$ cat src/rtl/btn_pkg.sv
// Shared definitions for the button conditioner: FSM state encoding and counter sizing.
package btn_pkg;

    typedef enum logic [1:0] {
        IDLE        = 2'b00,
        DEB_PRESS   = 2'b01,
        HELD        = 2'b10,
        DEB_RELEASE = 2'b11
    } btn_state_t;

    // Bits needed to hold 0..max_val.
    function automatic int cnt_width(input int max_val);
        return (max_val < 1) ? 1 : $clog2(max_val + 1);
    endfunction

endpackage

$ cat src/rtl/sync_2ff.sv
// Two-flop synchronizer for a single asynchronous bit; both stages clear on reset.
module sync_2ff (
    input  logic i_clk,
    input  logic i_reset_n,
    input  logic i_d,
    output logic o_q
);

    logic meta;

    // NOTE: sequential state uses non-blocking assignments so both stages sample pre-edge values.
    always_ff @(posedge i_clk or negedge i_reset_n) begin
        if (!i_reset_n) begin
            meta <= 1'b0;
            o_q  <= 1'b0;
        end else begin
            meta <= i_d;
            o_q  <= meta;
        end
    end

endmodule

$ cat src/rtl/btn_conditioner.sv
// Debounced button with press/release pulses and optional auto-repeat.
// Auto-repeat is built only when BTN_CONDITIONER_AUTOREPEAT_EN is defined.
module btn_conditioner
    import btn_pkg::*;
#(
    parameter int DEBOUNCE_CYCLES      = 10000,
    parameter int REPEAT_DELAY_CYCLES  = 500000,
    parameter int REPEAT_PERIOD_CYCLES = 100000,
    parameter bit ACTIVE_LOW           = 1'b0
) (
    input  logic i_clk,
    input  logic i_reset_n,
    input  logic i_btn,
    output logic o_level,
    output logic o_press,
    output logic o_release,
    output logic o_repeat,
    output logic o_event
);

    localparam int               DEB_W   = cnt_width(DEBOUNCE_CYCLES);
    localparam logic [DEB_W-1:0] DEB_MAX = DEB_W'(DEBOUNCE_CYCLES);
    localparam logic [DEB_W-1:0] DEB_ONE = DEB_W'(1);

    logic             btn_sync;
    logic             s_btn;
    btn_state_t       state_q, state_d;
    logic [DEB_W-1:0] deb_cnt_q, deb_cnt_d;
    logic             level_d, press_d, release_d;

    sync_2ff u_sync (
        .i_clk     (i_clk),
        .i_reset_n (i_reset_n),
        .i_d       (i_btn),
        .o_q       (btn_sync)
    );

    assign s_btn = ACTIVE_LOW ? ~btn_sync : btn_sync;

    always_ff @(posedge i_clk or negedge i_reset_n) begin
        if (!i_reset_n) begin
            state_q   <= IDLE;
            deb_cnt_q <= '0;
            o_level   <= 1'b0;
            o_press   <= 1'b0;
            o_release <= 1'b0;
        end else begin
            state_q   <= state_d;
            deb_cnt_q <= deb_cnt_d;
            o_level   <= level_d;
            o_press   <= press_d;
            o_release <= release_d;
        end
    end

    // NOTE: every comb output gets a default first, so no path can infer a latch.
    always_comb begin
        state_d   = state_q;
        deb_cnt_d = deb_cnt_q;
        unique case (state_q)
            IDLE: begin
                deb_cnt_d = '0;
                if (s_btn) begin
                    state_d   = DEB_PRESS;
                    deb_cnt_d = DEB_ONE;
                end
            end
            DEB_PRESS: begin
                if (!s_btn) begin
                    state_d   = IDLE;
                    deb_cnt_d = '0;
                end else if (deb_cnt_q >= DEB_MAX) begin
                    state_d   = HELD;
                    deb_cnt_d = '0;
                end else begin
                    deb_cnt_d = deb_cnt_q + DEB_ONE;
                end
            end
            HELD: begin
                deb_cnt_d = '0;
                if (!s_btn) begin
                    state_d   = DEB_RELEASE;
                    deb_cnt_d = DEB_ONE;
                end
            end
            DEB_RELEASE: begin
                if (s_btn) begin
                    state_d   = HELD;
                    deb_cnt_d = '0;
                end else if (deb_cnt_q >= DEB_MAX) begin
                    state_d   = IDLE;
                    deb_cnt_d = '0;
                end else begin
                    deb_cnt_d = deb_cnt_q + DEB_ONE;
                end
            end
            default: begin
                state_d   = IDLE;
                deb_cnt_d = '0;
            end
        endcase
    end

    // Outputs are registered from the next state, so edges line up with o_level.
    always_comb begin
        level_d   = (state_d == HELD) || (state_d == DEB_RELEASE);
        press_d   = level_d && !o_level;
        release_d = !level_d && o_level;
    end

`ifdef BTN_CONDITIONER_AUTOREPEAT_EN
    localparam int RPT_MAX = (REPEAT_DELAY_CYCLES > REPEAT_PERIOD_CYCLES) ?
                             REPEAT_DELAY_CYCLES : REPEAT_PERIOD_CYCLES;
    localparam int               RPT_W      = cnt_width(RPT_MAX);
    localparam logic [RPT_W-1:0] RPT_DELAY  = RPT_W'(REPEAT_DELAY_CYCLES);
    localparam logic [RPT_W-1:0] RPT_PERIOD = RPT_W'(REPEAT_PERIOD_CYCLES);
    localparam logic [RPT_W-1:0] RPT_ONE    = RPT_W'(1);

    logic [RPT_W-1:0] rpt_cnt_q;
    logic             rpt_q;

    // Timer counts down to 1 and fires; a release in the same cycle suppresses it.
    always_ff @(posedge i_clk or negedge i_reset_n) begin
        if (!i_reset_n) begin
            rpt_cnt_q <= '0;
            rpt_q     <= 1'b0;
        end else begin
            rpt_q <= 1'b0;
            if (press_d) begin
                rpt_cnt_q <= RPT_DELAY;
            end else if (!level_d) begin
                rpt_cnt_q <= '0;
            end else if (rpt_cnt_q == RPT_ONE) begin
                rpt_q     <= 1'b1;
                rpt_cnt_q <= RPT_PERIOD;
            end else if (rpt_cnt_q != '0) begin
                rpt_cnt_q <= rpt_cnt_q - RPT_ONE;
            end
        end
    end

    assign o_repeat = rpt_q;
`else
    assign o_repeat = 1'b0;
`endif

    assign o_event = o_press | o_repeat;

endmodule

$ cat config.mk
export PLATFORM = sky130hd
export DESIGN_NAME = btn_conditioner
export DESIGN_NICKNAME = d
export VERILOG_FILES = /design/src/rtl/btn_pkg.sv /design/src/rtl/sync_2ff.sv /design/src/rtl/btn_conditioner.sv
export SDC_FILE = /design/constraint.sdc
export NUM_CORES = 1
export LEC_CHECK = 0
export ABC_CLOCK_PERIOD_IN_PS = 3300
export CAP_MARGIN = 20
export CORE_MARGIN = 2
export CORE_UTILIZATION = 45
export DETAILED_ROUTE_END_ITERATION = 10
export HOLD_SLACK_MARGIN = 0.05
export PLACE_DENSITY = 0.61
export SLEW_MARGIN = 20
export SYNTH_ARGS = -nofsm -noshare
export SYNTH_HDL_FRONTEND = slang
export SYNTH_SLANG_ARGS = --single-unit
$ cat constraint.sdc
create_clock -name i_clk -period 3.3 [get_ports i_clk]
set_input_delay 0.66 -clock i_clk [delete_from_list [all_inputs] [get_ports i_clk]]
set_output_delay 0.66 -clock i_clk [all_outputs]
set_load 0.01 [all_outputs]
# [Word-level counts from Yosys, hierarchy flattened]
# Cells that the tools add are included.
[op_classes] addsub=1 n_mul=0 n_div=0 magnitude_cmp=1 eq_ne=5 shifts=0 n_mux=13 bitwise_logic=0 n_reduce_logical=6
[ops] op="$pmux 14 s4" count=1
[ops] op="$mux 14" count=3
[ops] op="$add 14x1->14 const B" count=1
[ops] op="$ge 14x14->1 const B" count=1
[ops] op="$mux 2" count=6
[ops] op="$eq 2x2->1 const B" count=4
[ops] op="$pmux 2 s4" count=1
[ops] op="$eq 2x1->1 const B" count=1
[ops] op="$logic_and 1x1->1" count=2
[ops] op="$logic_not 1->1" count=2
[ops] op="$logic_not 2->1" count=1
[ops] op="$mux 1" count=2
[ops] op="$logic_or 1x1->1" count=1
[totals] register_bits=21 latch_bits=0 ramBits=0 rom_bits=0 mem_count=0

# [Depth between registers and ports, before layout]
[depth] ltp_word=8 depth_mapped=6 depth_no_buf=5

# [By module]
# A second synthesis with hierarchy kept.
[hier_totals] cells_unflattened=94 hier_area_um2=1044.8
[by_module_without_submodules] mod="btn_conditioner" instances=1 cells_per_inst=92 area_per_inst_um2=994.7 seq_area_each_um2=475.5
[by_module_without_submodules] mod="sync_2ff" instances=1 cells_per_inst=2 area_per_inst_um2=50.0 seq_area_each_um2=50.0

# [Worst setup path before layout]
# OpenSTA, ideal clock, no wires.
[synth_path] path_kind="flip-flop to flip-flop" start="register deb_cnt_q[4]" end="register o_release" arrival_ns=1.568 required_ns=3.181 path_slack_ns=1.613 path_stages_with_launch=6 path_buffers=1 period_less_slack_ns=1.687 path_cell_list="dfrtp_1 > buf_6 > or4_4 > a2111oi_4 > a211oi_2 > and2_1"
[synth_between] elab_chain_cells=8 elab_cells_between_ends=11
[synth_rtl] item="from (decl)" line_no="btn_conditioner.sv:28" rtl="logic [DEB_W-1:0] deb_cnt_q, deb_cnt_d;"
[synth_rtl] item="from (signal assigned)" line_no="btn_conditioner.sv:49" rtl="deb_cnt_q <= deb_cnt_d;"
[synth_rtl] item="$ge 14x14->1 (*)" line_no="btn_conditioner.sv:72, btn_conditioner.sv:90"
[synth_rtl] item="$mux 2 (on tied branches)" line_no="btn_conditioner.sv:90, btn_conditioner.sv:72"
[synth_rtl] item="$mux 2 (on tied branches)" line_no="btn_conditioner.sv:87, btn_conditioner.sv:69"
[synth_rtl] item="$pmux 2 s4 (*)" line_no="btn_conditioner.sv:60" rtl="unique case (state_q)"
[synth_rtl] item="$eq 2x2->1" line_no="btn_conditioner.sv:106" rtl="level_d = (state_d == HELD) || (state_d == DEB_RELEASE);"
[synth_rtl] item="$logic_or 1x1->1 (*)" line_no="btn_conditioner.sv:106"
[synth_rtl] item="$logic_not 1->1 (*)" line_no="btn_conditioner.sv:108" rtl="release_d = !level_d && o_level;"
[synth_rtl] item="$logic_and 1x1->1 (*)" line_no="btn_conditioner.sv:108"
[synth_rtl] item="via release_d" line_no="btn_conditioner.sv:29" rtl="logic level_d, press_d, release_d;"
[synth_rtl] item="to (signal assigned)" line_no="btn_conditioner.sv:52" rtl="o_release <= release_d;"
[synth_rtl] item="to (decl)" line_no="btn_conditioner.sv:16" rtl="output logic o_release,"
# Mark *: on every way through the listed nets, which the timed path passes. The rest lies on a longest branch.

# [Final worst setup path]
[layout_path] start="register o_level" end="output port o_level"
[layout_lines] item="from (decl)" line_no="btn_conditioner.sv:14" rtl="output logic o_level,"
[layout_lines] item="from (signal assigned)" line_no="btn_conditioner.sv:50" rtl="o_level <= level_d;"
# No word-level cell between the ends.

==> reports/qor.txt <==
TIMING
--------------------------------------------------------------------------------
Unrepaired setup endpoints after global routing                            false
Number of failing setup endpoints in the final timing report                   0
Highest Clock Rate                                                       534 MHz
Post-route setup slack                                                   1.43 ns
Shortest clock period the worst path allows after layout                 1.87 ns
Share of the cycle needed by the critical path after routing               56.8%
Setup Total Neg Slack                                                       0 ns
Max Slew Vio Count                                                             0
Number of hold-slack violations in the final timing report                     0
Remaining max-slew budget at the tightest pin                              37.7%
Actual slew at the worst max-slew pin                                   0.932 ns
Final clock skew                                                      0.00644 ns

YOSYS
--------------------------------------------------------------------------------
Warning count from the yosys run                                               0
Post-synth top area share                                                  50.3%
Library cells used by synthesis                                               29
Total of flip-flops plus latches after synthesis                              21
Primary flip-flop cell chosen by synthesis mapping                       dfrtp_1
Count of mapped cells out of synthesis                                        94
Synthesized netlist net count                                                 99
Number of flops mapped to enable cells by yosys                                0
Post-synthesis instance area                                            1040 um2
Leading cell types by total area after synthesis                    dfrtp_1, xnor2_1, nor2_2
Average cell area after synthesis                                       11.1 um2
FFs w/ async S/R, synth                                                     100%
Library cell with the largest summed area after synthesis                dfrtp_1
Proportion of synthesized chip area in sequential cells                    50.3%

CLOCK TREE
--------------------------------------------------------------------------------
Max H-tree Level                                                               1
Number of hold buffers added after CTS                                         0
Root Buffer Master                                                      clkbuf_4
CTS resizes                                                                    0
CTS tree                                                                     yes
Cts bufs inserted                                                              3
Worst-path clk slew                                                      0.11 ns
CTS Sinks                                                                     21
Clock Latency Late Sink                                                  0.31 ns
Setup bufs post-CTS                                                            0
Maximum buffer depth of the clock tree                                         2

DRT
--------------------------------------------------------------------------------
Number of remaining DRC errors                                                 0
Post-DR vias/cell                                                           5.20
Initial DRT Pass Iterations                                                    4
Drt first-iter violations                                                      3
Total number of vias                                                         666
Sum of routed wire length over all layers                                1560 um
Post-route ant nets                                                            0
Post-detailed-route wirelength per cell                                  12.2 um

SETUP PATH
--------------------------------------------------------------------------------
Kind of critical path                                               flop to output pin
Worst-path maximum fanout                                                      3
CP cell instances                                                   clkdlybuf4s50_1
Slowest cell on the critical path                                   clkdlybuf4s50_1
Number of buffers and inverters on the critical path                           1
Worst reg2reg endpoint                                              o_release$_DFF_PN0_
Cell type group with the largest total delay on the critical path   buffers and inverters
Crit path launch type                                                       flop
R2r startpoint                                                      deb_cnt_q[4]$_DFF_PN0_
Crit end category                                                     output pin
Data required time at the worst endpoint                                 2.64 ns
Count of cells along the worst register-to-register path                       4
Worst path max stage delay                                               0.54 ns
Register-to-Register Setup Slack                                         1.54 ns
Data arrival time of the critical path                                   1.21 ns

DIE
--------------------------------------------------------------------------------
Floorplan die area                                                      2720 um2
Die extent in x                                                          52.2 um
# IOs                                                                          8
Core Area                                                               2210 um2
Effective utilization at floorplan                                         47.2%
Row count                                                                     17
Die Y-Extent                                                             52.2 um

PLACEMENT
--------------------------------------------------------------------------------
Cell area after placement                                               1100 um2
Post-place setup slack                                                   1.46 ns
DPL Wire Length                                                          1100 um
Final weighted congestion in routability-driven placement                  0.743
Port Buf Inserts                                                               6

LAYOUT
--------------------------------------------------------------------------------
Final std cell area, no fill                                            1130 um2
Count of filler cells inserted in the layout                                 210
Highest-count cells in the layout ignoring fill and taps            dfrtp_1, nor2_2, xnor2_1, nor2_1, inv_1
Fraction of final layout cells with drive strength greater than 1          22.0%
P&R area growth vs syn                                                     8.14%
Number of inserted diodes                                                      0
Leading cell type in the layout, fill and taps excluded                  dfrtp_1
Layout net count                                                             106

POWER AND IR DROP
--------------------------------------------------------------------------------
VDD IR-drop max                                                         0.298 mV
Areal power density over the cells                                    359 nW/um2
Static leakage power                                                    0.476 nW

GLOBAL ROUTING
--------------------------------------------------------------------------------
First-pass GRT wire length                                               2780 um
Leftover overflow at the end of global routing                                 0
Vias in the first global route                                               621
Maximum number of pins on one net before global-route repair                  22
GRT Overall Usage                                                          14.5%
Number of antenna violations at the first check in global routing              0

RUN
--------------------------------------------------------------------------------
Maxcap violations                                                              0

MIN PATH
--------------------------------------------------------------------------------
HP Start                                                            u_sync.meta$_DFF_PN0_
Hold/Removal Path Class                                             flop to flop
Cell count of the worst hold path                                              0
End of the worst hold path                                          u_sync.o_q$_DFF_PN0_

OUTCOME
--------------------------------------------------------------------------------
Run status                                                          finished clean

[Yosys cell counts, types with 3 or more instances]
cell type  instances
nand4_1            6
nor2_2             9
dfrtp_1           21
nand3_1            3
xor2_1             5
inv_1              7
xnor2_1            7
nor2_1             7
[sequential cells by signal, indices dropped and copies added, names as in the netlist]
signal,cells
u_sync.meta,1
o_level,1
o_event,1
state_q,2
deb_cnt_q,14
u_sync.o_q,1
o_release,1
[cell families after synthesis]
group / Yosys count / synth area share (%)
adder cells (fa/ha/maj): 2 / 2.39
buffers and inverters: 11 / 6.11
flip-flops: 21 / 50.3
AND/OR/NAND/NOR: 39 / 23.1
other: 1 / 0.359
AO/OA/AOI/OAI: 8 / 7.66
XOR/XNOR: 12 / 10.1
[stage by stage]
| step | power (mW) | hold WS (ns) | cells | utilization (%) |
|---|---|---|---|---|
| floorplan | 0.281 | 0.331 | 94 | - |
| global placement | 0.288 | 0.337 | 124 | 49.8 |
| detailed placement | 0.288 | 0.344 | 124 | 49.8 |
| CTS | 0.414 | 0.371 | 128 | 51.1 |
| global route | 0.424 | 0.373 | 128 | 51.1 |
| finish | 0.405 | 0.365 | 128 | 51.1 |
[how the worst max path moves through the flow]
| stage | startpoint | endpoint | slack [ns] | depth (start not counted) |
|---|---|---|---|---|
| after floorplan | deb_cnt_q[4]$_DFF_PN0_ | o_release$_DFF_PN0_ | 1.61 | 5 |
| after global routing | o_level$_DFF_PN0_ | o_level | 1.38 | 1 |
| after global placement | i_reset_n | deb_cnt_q[2]$_DFF_PN0_ | 1.48 | 1 |
| final | o_level$_DFF_PN0_ | o_level | 1.43 | 1 |
| after detailed placement | i_reset_n | deb_cnt_q[1]$_DFF_PN0_ | 1.46 | 1 |
| after CTS | o_level$_DFF_PN0_ | o_level | 1.40 | 1 |
[worst register-to-register path, delay by kind of cell, from the launching register on]
kind / cells / cell delay [ns]
AND/OR/NAND/NOR: 2 / 0.75
flip-flops: 1 / 0.50
AO/OA/AOI/OAI: 2 / 0.42
[final cells by class]
cell class | count | area [um2] | share of cell area [%]
multi-input combinational | 62 | 455 | 40.3
clock buffer | 3 | 22.5 | 1.99
clock inverter | 1 | 5.00 | 0.443
tap | 28 | 35.0 | 3.10
timing repair buffer | 6 | 60.1 | 5.32
inverter | 7 | 26.3 | 2.33
sequential | 21 | 526 | 46.5
[power by group]
part | switching, mW | total (mW) | internal (mW)
logic | 0.0124 | 0.0188 | 0.00630
registers | 0.00297 | 0.264 | 0.261
clock network | 0.0774 | 0.123 | 0.0453
total | 0.0928 | 0.405 | 0.312
[metal layers]
layer | up-vias | global-route usage [%] | part of all wire [%]
met2 | 9 | 21.9 | 48
met3 | 4 | 6.00 | 3.9
met4 | 0 | 7.69 | 1.9
met1 | 328 | 17.7 | 47
li1 | 325 | - | -
met5 | - | 0 | 0
No activity file was read; power rests on OpenSTA's default activity.
